<file path="src/rtl/controle_medidas_hcsr04_pkg.sv">
// Shared definitions for the HC-SR04 measurement sequencer: state encodings,
// default 50 MHz timing constants and a counter-width helper.
package controle_medidas_hcsr04_pkg;

    typedef enum logic [3:0] {
        INICIAL = 4'd0,
        DISPARA = 4'd1,
        AGUARDA = 4'd2,
        ACUMULA = 4'd3,
        PUBLICA = 4'd4,
        FALHA   = 4'd5,
        ESPERA  = 4'd6
    } estado_t;

    localparam int PERIODO_PADRAO    = 5_000_000;
    localparam int TIMEOUT_PADRAO    = 2_000_000;
    localparam int LOG2_N_PADRAO     = 2;
    localparam int MAX_FALHAS_PADRAO = 3;
    localparam int LARGURA_MEDIDA    = 12;

    // Width that holds values 0..m-1, never less than one bit.
    function automatic int largura_contador(input int m);
        return (m > 1) ? $clog2(m) : 1;
    endfunction

endpackage

</file>
<file path="src/rtl/controle_medidas_hcsr04_contador_m.sv">
// Mod-M counter: zera clears, conta advances and wraps at M-1; fim flags the last value.
module contador_m
    import controle_medidas_hcsr04_pkg::*;
#(
    parameter int M = 100
) (
    input  logic clock,
    input  logic reset,
    input  logic zera,
    input  logic conta,
    output logic fim
);

    localparam int W = largura_contador(M);

    logic [W-1:0] valor_reg;

    always_ff @(posedge clock or posedge reset) begin
        if (reset) begin
            valor_reg <= '0;
        end else if (zera) begin
            valor_reg <= '0;
        end else if (conta) begin
            valor_reg <= (valor_reg == W'(M - 1)) ? '0 : valor_reg + W'(1);
        end
    end

    assign fim = (valor_reg == W'(M - 1));

endmodule

</file>
<file path="src/rtl/controle_medidas_hcsr04.sv">
// Periodic HC-SR04 measurement sequencer: fires medir, supervises each reading with a
// timeout, averages 2**LOG2_N valid samples and flags repeated missing echoes.
module controle_medidas_hcsr04
    import controle_medidas_hcsr04_pkg::*;
#(
    parameter int PERIODO    = PERIODO_PADRAO,
    parameter int TIMEOUT    = TIMEOUT_PADRAO,
    parameter int LOG2_N     = LOG2_N_PADRAO,
    parameter int MAX_FALHAS = MAX_FALHAS_PADRAO
) (
    input  logic        clock,
    input  logic        reset,
    input  logic        ligar,
    input  logic        pronto_medida,
    input  logic [11:0] medida,
    output logic        medir,
    output logic [11:0] distancia,
    output logic        valida,
    output logic        erro,
    output logic [3:0]  db_estado
);

    localparam int SW = LARGURA_MEDIDA + LOG2_N;
    localparam int NW = LOG2_N + 1;
    localparam int FW = largura_contador(MAX_FALHAS + 1);

    estado_t       estado_reg;
    logic [SW-1:0] soma_reg;
    logic [11:0]   amostra_reg;
    logic [NW-1:0] n_amostras_reg;
    logic [FW-1:0] falhas_reg;
    logic          medir_reg;
    logic          valida_reg;
    logic          erro_reg;
    logic [11:0]   distancia_reg;

    logic [SW-1:0] soma_next;
    logic [SW-1:0] media_next;
    logic [NW-1:0] n_amostras_next;
    logic          fim_timeout;
    logic          fim_periodo;

    assign soma_next       = soma_reg + SW'(amostra_reg);
    assign media_next      = soma_next >> LOG2_N;
    assign n_amostras_next = n_amostras_reg + NW'(1);

    contador_m #(.M(TIMEOUT)) u_timeout (
        .clock (clock),
        .reset (reset),
        .zera  ((estado_reg != AGUARDA) || !ligar),
        .conta (estado_reg == AGUARDA),
        .fim   (fim_timeout)
    );

    contador_m #(.M(PERIODO)) u_periodo (
        .clock (clock),
        .reset (reset),
        .zera  ((estado_reg != ESPERA) || !ligar),
        .conta (estado_reg == ESPERA),
        .fim   (fim_periodo)
    );

    // medir and valida are set on the transition into DISPARA / PUBLICA, so each
    // is high for exactly the one cycle spent in that state.
    always_ff @(posedge clock or posedge reset) begin
        if (reset) begin
            estado_reg     <= INICIAL;
            soma_reg       <= '0;
            amostra_reg    <= '0;
            n_amostras_reg <= '0;
            falhas_reg     <= '0;
            medir_reg      <= 1'b0;
            valida_reg     <= 1'b0;
            erro_reg       <= 1'b0;
            distancia_reg  <= '0;
        end else begin
            medir_reg  <= 1'b0;
            valida_reg <= 1'b0;
            if (!ligar) begin
                estado_reg     <= INICIAL;
                soma_reg       <= '0;
                n_amostras_reg <= '0;
                falhas_reg     <= '0;
            end else begin
                case (estado_reg)
                    INICIAL: begin
                        estado_reg <= DISPARA;
                        medir_reg  <= 1'b1;
                    end
                    DISPARA: begin
                        estado_reg <= AGUARDA;
                    end
                    AGUARDA: begin
                        // pronto has priority over a timeout ending in the same cycle
                        if (pronto_medida) begin
                            amostra_reg <= medida;
                            estado_reg  <= ACUMULA;
                        end else if (fim_timeout) begin
                            estado_reg <= FALHA;
                        end
                    end
                    ACUMULA: begin
                        soma_reg       <= soma_next;
                        n_amostras_reg <= n_amostras_next;
                        falhas_reg     <= '0;
                        if (n_amostras_next == NW'(1 << LOG2_N)) begin
                            distancia_reg <= media_next[11:0];
                            valida_reg    <= 1'b1;
                            erro_reg      <= 1'b0;
                            estado_reg    <= PUBLICA;
                        end else begin
                            estado_reg <= ESPERA;
                        end
                    end
                    PUBLICA: begin
                        soma_reg       <= '0;
                        n_amostras_reg <= '0;
                        estado_reg     <= ESPERA;
                    end
                    FALHA: begin
                        if (falhas_reg < FW'(MAX_FALHAS)) begin
                            falhas_reg <= falhas_reg + FW'(1);
                        end
                        if (falhas_reg >= FW'(MAX_FALHAS - 1)) begin
                            erro_reg <= 1'b1;
                        end
                        estado_reg <= ESPERA;
                    end
                    ESPERA: begin
                        if (fim_periodo) begin
                            estado_reg <= DISPARA;
                            medir_reg  <= 1'b1;
                        end
                    end
                    default: begin
                        estado_reg <= INICIAL;
                    end
                endcase
            end
        end
    end

    assign medir     = medir_reg;
    assign valida    = valida_reg;
    assign erro      = erro_reg;
    assign distancia = distancia_reg;
    assign db_estado = estado_reg;

endmodule

</file>
<file path="config.mk">
export PLATFORM = sky130hd
export DESIGN_NAME = controle_medidas_hcsr04
export DESIGN_NICKNAME = d
export VERILOG_FILES = /design/src/rtl/controle_medidas_hcsr04_pkg.sv /design/src/rtl/controle_medidas_hcsr04_contador_m.sv /design/src/rtl/controle_medidas_hcsr04.sv
export SDC_FILE = /design/constraint.sdc
export NUM_CORES = 1
export LEC_CHECK = 0
export CORE_MARGIN = 5
export CORE_UTILIZATION = 63
export DETAILED_ROUTE_END_ITERATION = 12
export MAX_ROUTING_LAYER = met4
export PLACE_DENSITY = 0.92
export SLEW_MARGIN = 20
export SYNTH_ARGS = -nofsm -noshare
export SYNTH_HDL_FRONTEND = slang
export SYNTH_SLANG_ARGS = --single-unit
</file>
<file path="constraint.sdc">
create_clock -name clock -period 7.1 [get_ports clock]
set_clock_uncertainty 0.05 [all_clocks]
set_input_delay 1.42 -clock clock [delete_from_list [all_inputs] [get_ports clock]]
set_output_delay 1.42 -clock clock [all_outputs]
set_load 0.005 [all_outputs]
</file>
## Word-level counts from Yosys, hierarchy flattened

Cells that the tools add are included.

| word-level totals | value |
|---|---|
| register bits | 94 |
| logic and storage cells | 77 |

| operators by class | value |
|---|---|
| add/sub/neg operators | 5 |
| order comparisons | 2 |
| equal/unequal tests | 18 |
| multiplexer cells | 28 |
| reduce and logical (&&, ||, !) cells | 13 |

Operator list:

| kind | count |
|---|---|
| $mux 23 | 3 |
| $mux 21 | 3 |
| $pmux 14 s2 | 1 |
| $pmux 4 s6 | 1 |
| $add 23x1->23 const B | 1 |
| $eq 23x23->1 const B | 1 |
| $add 21x1->21 const B | 1 |
| $eq 21x21->1 const B | 1 |
| $mux 4 | 4 |
| $add 14x12->14 | 1 |
| $mux 14 | 1 |
| $eq 4x3->1 const B | 3 |
| $eq 4x2->1 const B | 2 |
| $mux 1 | 7 |
| $mux 2 | 3 |
| $ne 3x1->1 const B | 2 |
| $ne 3x3->1 const B | 2 |
| $pmux 3 s2 | 1 |
| $reduce_and 3->1 | 2 |
| $reduce_bool 2->1 | 3 |
| $eq 4x1->1 const B | 1 |
| $logic_not 4->1 | 1 |
| $ne 2x2->1 const B | 2 |
| $ne 4x2->1 const B | 1 |
| 15 further kinds | 18 |

## Logic depth before layout (Yosys ltp)

| depth | value |
|---|---|
| word-level depth | 5 |
| gate-level depth with buffers | 8 |
| gate-level depth less buffers | 8 |

## Cells and area by module

A second synthesis with hierarchy kept.

| second synthesis, totals | value |
|---|---|
| cells, all modules | 536 |
| area, all modules | 5,336.4 um2 |

Modules (own cells, without submodules):

| module | instances | cells an instance | area each (um2) | sequential area each (um2) |
|---|---|---|---|---|
| controle_medidas_hcsr04 | 1 | 256 | 2,701.3 | 1,226.2 |
| contador_m at u_periodo | 1 | 159 | 1,461.4 | 575.6 |
| contador_m at u_timeout | 1 | 121 | 1,173.6 | 525.5 |

## Worst setup path before layout

No wires, ideal clock.

| timing | value |
|---|---|
| kind | input to register |
| start | input port ligar |
| end | register amostra_reg[0] |
| arrival | 2.303 ns |
| data required time | 6.925 ns |
| slack | 4.623 ns |
| cell stages on the path | 5 |
| path buffers | 1 |
| cell sequence | nand2b_4 > nor3b_1 > nand2_1 > buf_2 > mux2_2 |

| on the way | value |
|---|---|
| word-level cells in the longest chain between the ends | 1 |

RTL lines:

| what | line | RTL |
|---|---|---|
| start: declaration | controle_medidas_hcsr04.sv:13 | `input logic ligar,` |
| $reduce_and 3->1 (no line) | n/a |  |
| end signal: assignment | controle_medidas_hcsr04.sv:96 | `amostra_reg <= medida;` |
| end: declaration | controle_medidas_hcsr04.sv:29 | `logic [11:0] amostra_reg;` |

No other way between the ends.
A chain may end at the register's enable or synchronous reset.

## Worst setup path in the final report

| timing | value |
|---|---|
| start | input port ligar |
| end | register distancia_reg[8], in the netlist distancia[8] |

| on the way | value |
|---|---|
| word-level cells in the longest chain between the ends | 1 |

RTL lines:

| what | line | RTL |
|---|---|---|
| $reduce_and 3->1 (no line) | n/a |  |
| end signal: assignment | controle_medidas_hcsr04.sv:107 | `distancia_reg <= media_next[11:0];` |
| end: declaration | controle_medidas_hcsr04.sv:35 | `logic [11:0] distancia_reg;` |

No other way between the ends.

==> reports/qor.yml <==
global_routing:
  grt_start_max_net_pins: 94
  grtUsageTotal: 0.217
  grt_first_pass_wirelength_mm: 16.5
  grt_overflow: 0
  grt_pass1_vias: 3531
  antenna_found_initial: 0
critical_path:
  worstSetupPathType: "in2reg"
  worstPathRequired_ns: 7.29
  cp-end-kind: "register"
  start_kind: "input port"
  arrival_ns: 3.51
  crit_fanout: 13
cells_and_area:
  final_common_cell: "dfrtp_1"
  nNetsFinal: 530
  nFillCells: 490
  layout-drive-gt1-share: 0.104
  final_cell_mix: "dfrtp_1, nor2_1, nand2_1, clkdlybuf4s50_1, xor2_1"
  syn2layout_area_growth_pct: 12.3
  largest_register_ffs: 23
  antennaDiodeCount: 0
sta:
  hold_viol: 0
  finalCritPeriodShare: 0.467
  setup_viol: 0
  finalMaxSlewViolations: 0
  relSlewSlack: 0.442
  rsz0062_at_grt: "no"
  tns_ns: 0
  fin_hold_ws_ns: 0.440
  fin_crit_ns: 3.32
  layout_setup_ws_ns: 3.78
  tightest_slew_ns: 0.836
  max_freq_mhz: 301
route:
  wl_per_cell_um: 15.9
  num_vias: 3494
  drt_wl_total_mm: 9.54
  first_pass_iters: 5
  first_iter_violations: 132
  drc: 0
  viasPerCell: 5.83
  antenna_left: 0
power_and_ir_drop:
  p_per_area_nw_per_um2: 260
  leakage_nw: 2.32
  irDropWorstVdd_v: 0.000166
cts:
  insertion_delay_ns: 0.36
  root_buffer: "clkbuf_8"
  cts_hold_buf: 0
  path_clk_slew_ns: 0.09
  clock_path_buffers: 2
  ctsResizeCount: 0
  numCtsBuffers: 9
  cts_tree: "built"
  post_cts.repair.setup_buffers: 0
  cts_sinks: 93
  htreeDepth: 3
die:
  io_pins: 35
  die_area_um2: 9340
  std_cell_rows: 31
  dieWidth_um: 96.6
  core_area_um2: 7290
  initial_utilization: 0.648
  dieHeight_um: 96.6
placement:
  gp_congestion: 0.885
  dp_slack_ns: 3.46
  hpwl_mm: 6.71
  portBuffers: 33
synth:
  yosysSeqAreaShare: 0.492
  syn_inst: 465
  synth-edff-count: 0
  async_flop_share: 1.00
  syn_avg_cell_area_um2: 10.2
  synth_nets: 500
  syn_area_um2: 4730
  ys_ff_latch: 93
  synth_cell_type_count: 51
  synth_flop_cell: "dfrtp_1"
  yosys_warnings: 0
min_path:
  hp-class: "reg2reg"
flow_run:
  cap_violations: 0
run_status:
  status: "complete, no violations"
logic make-up after synthesis:
group                      count (synthesis)  synth area share
DFF                                       93             0.492
adders and majority gates                 19            0.0519
other                                      1          0.000793
and+or+nand+nor                          179             0.187
buffers and inverters                     25            0.0267
xor gates and xnor gates                  48            0.0889
AOI/OAI and AO/OA                         80             0.105
muxes                                     20            0.0474
final cells by class:
class | count | area [um^2] | area share
tap | 99 | 124 | 0.0233
sequential | 93 | 2330 | 0.438
clock inverter | 5 | 58.8 | 0.0111
timing repair buffer | 35 | 349 | 0.0657
clock buffer | 11 | 141 | 0.0266
multi-input combinational | 347 | 2270 | 0.428
inverter | 9 | 35.0 | 0.00660
layer usage:
metal,share of wire,GRT usage,wire length [um]
met1,0.43,0.271,4130
met2,0.52,0.361,4940
met3,0.036,0.0381,345
met4,0.013,0.0691,121
met5,0,-,0
power by group:
part / leakage (nW) / switching, W / internal (W) / total, W
Sequential: 1.27 / 0.0000626 / 0.000590 / 0.000652
Clock: 0.0959 / 0.000186 / 0.000173 / 0.000359
Combinational: 0.951 / 0.000206 / 0.000166 / 0.000372
Total: 2.32 / 0.000455 / 0.000928 / 0.00138
stage by stage:
stage	total power [W]	instance area, um^2	std cells	util
floorplan	0.000921	4730	465	-
finish	0.00138	5310	599	0.728
global route	0.00146	5310	599	0.728
CTS	0.00138	5310	599	0.728
detailed placement	0.00103	5110	583	0.700
global placement	0.00100	5110	583	0.700
cells in the mapped netlist (all sizes together) (3+ instances only):
cell	n	area, um^2
nand3	16	80.1
nand2	49	186
ha	18	225
nor4b	3	26.3
nand4	9	62.6
and3	12	86.3
xor2	27	236
o221ai	3	26.3
nor2	61	236
o21ai	25	125
o21bai	3	22.5
inv	9	33.8
clkbuf	6	22.5
dfrtp	93	2330
mux2	19	214
buf	10	70.1
a22o	9	78.8
xnor2	21	184
nor3	6	30.0
or3	5	31.3
a21oi	22	110
and2	7	46.3
a21o	4	30.0
a211oi	5	37.5
o31ai	3	22.5
final timing paths:
kind | endpoint | slack, ns | depth (start not counted) | start
worst min-delay path | distancia[0] | 0.44 | 2 | distancia[0]
min in group asynchronous | u_periodo.valor_reg[19] | 1.52 | 3 | reset
worst min register to register | distancia[0] | 0.44 | 2 | distancia[0]
worst max register to register | distancia[6] | 4.52 | 8 | soma_reg[0]
max in group asynchronous | u_periodo.valor_reg[8] | 4.87 | 3 | reset
worst max-delay path | distancia[8] | 3.78 | 5 | ligar
critical path, stage by stage:
cell,delay (ns)
clkdlybuf4s50_1,0.77
and3_1,0.50
nand2_2,0.25
inv_2,0.20
mux2_2,0.36
No activity file was read; power rests on OpenSTA's default activity.
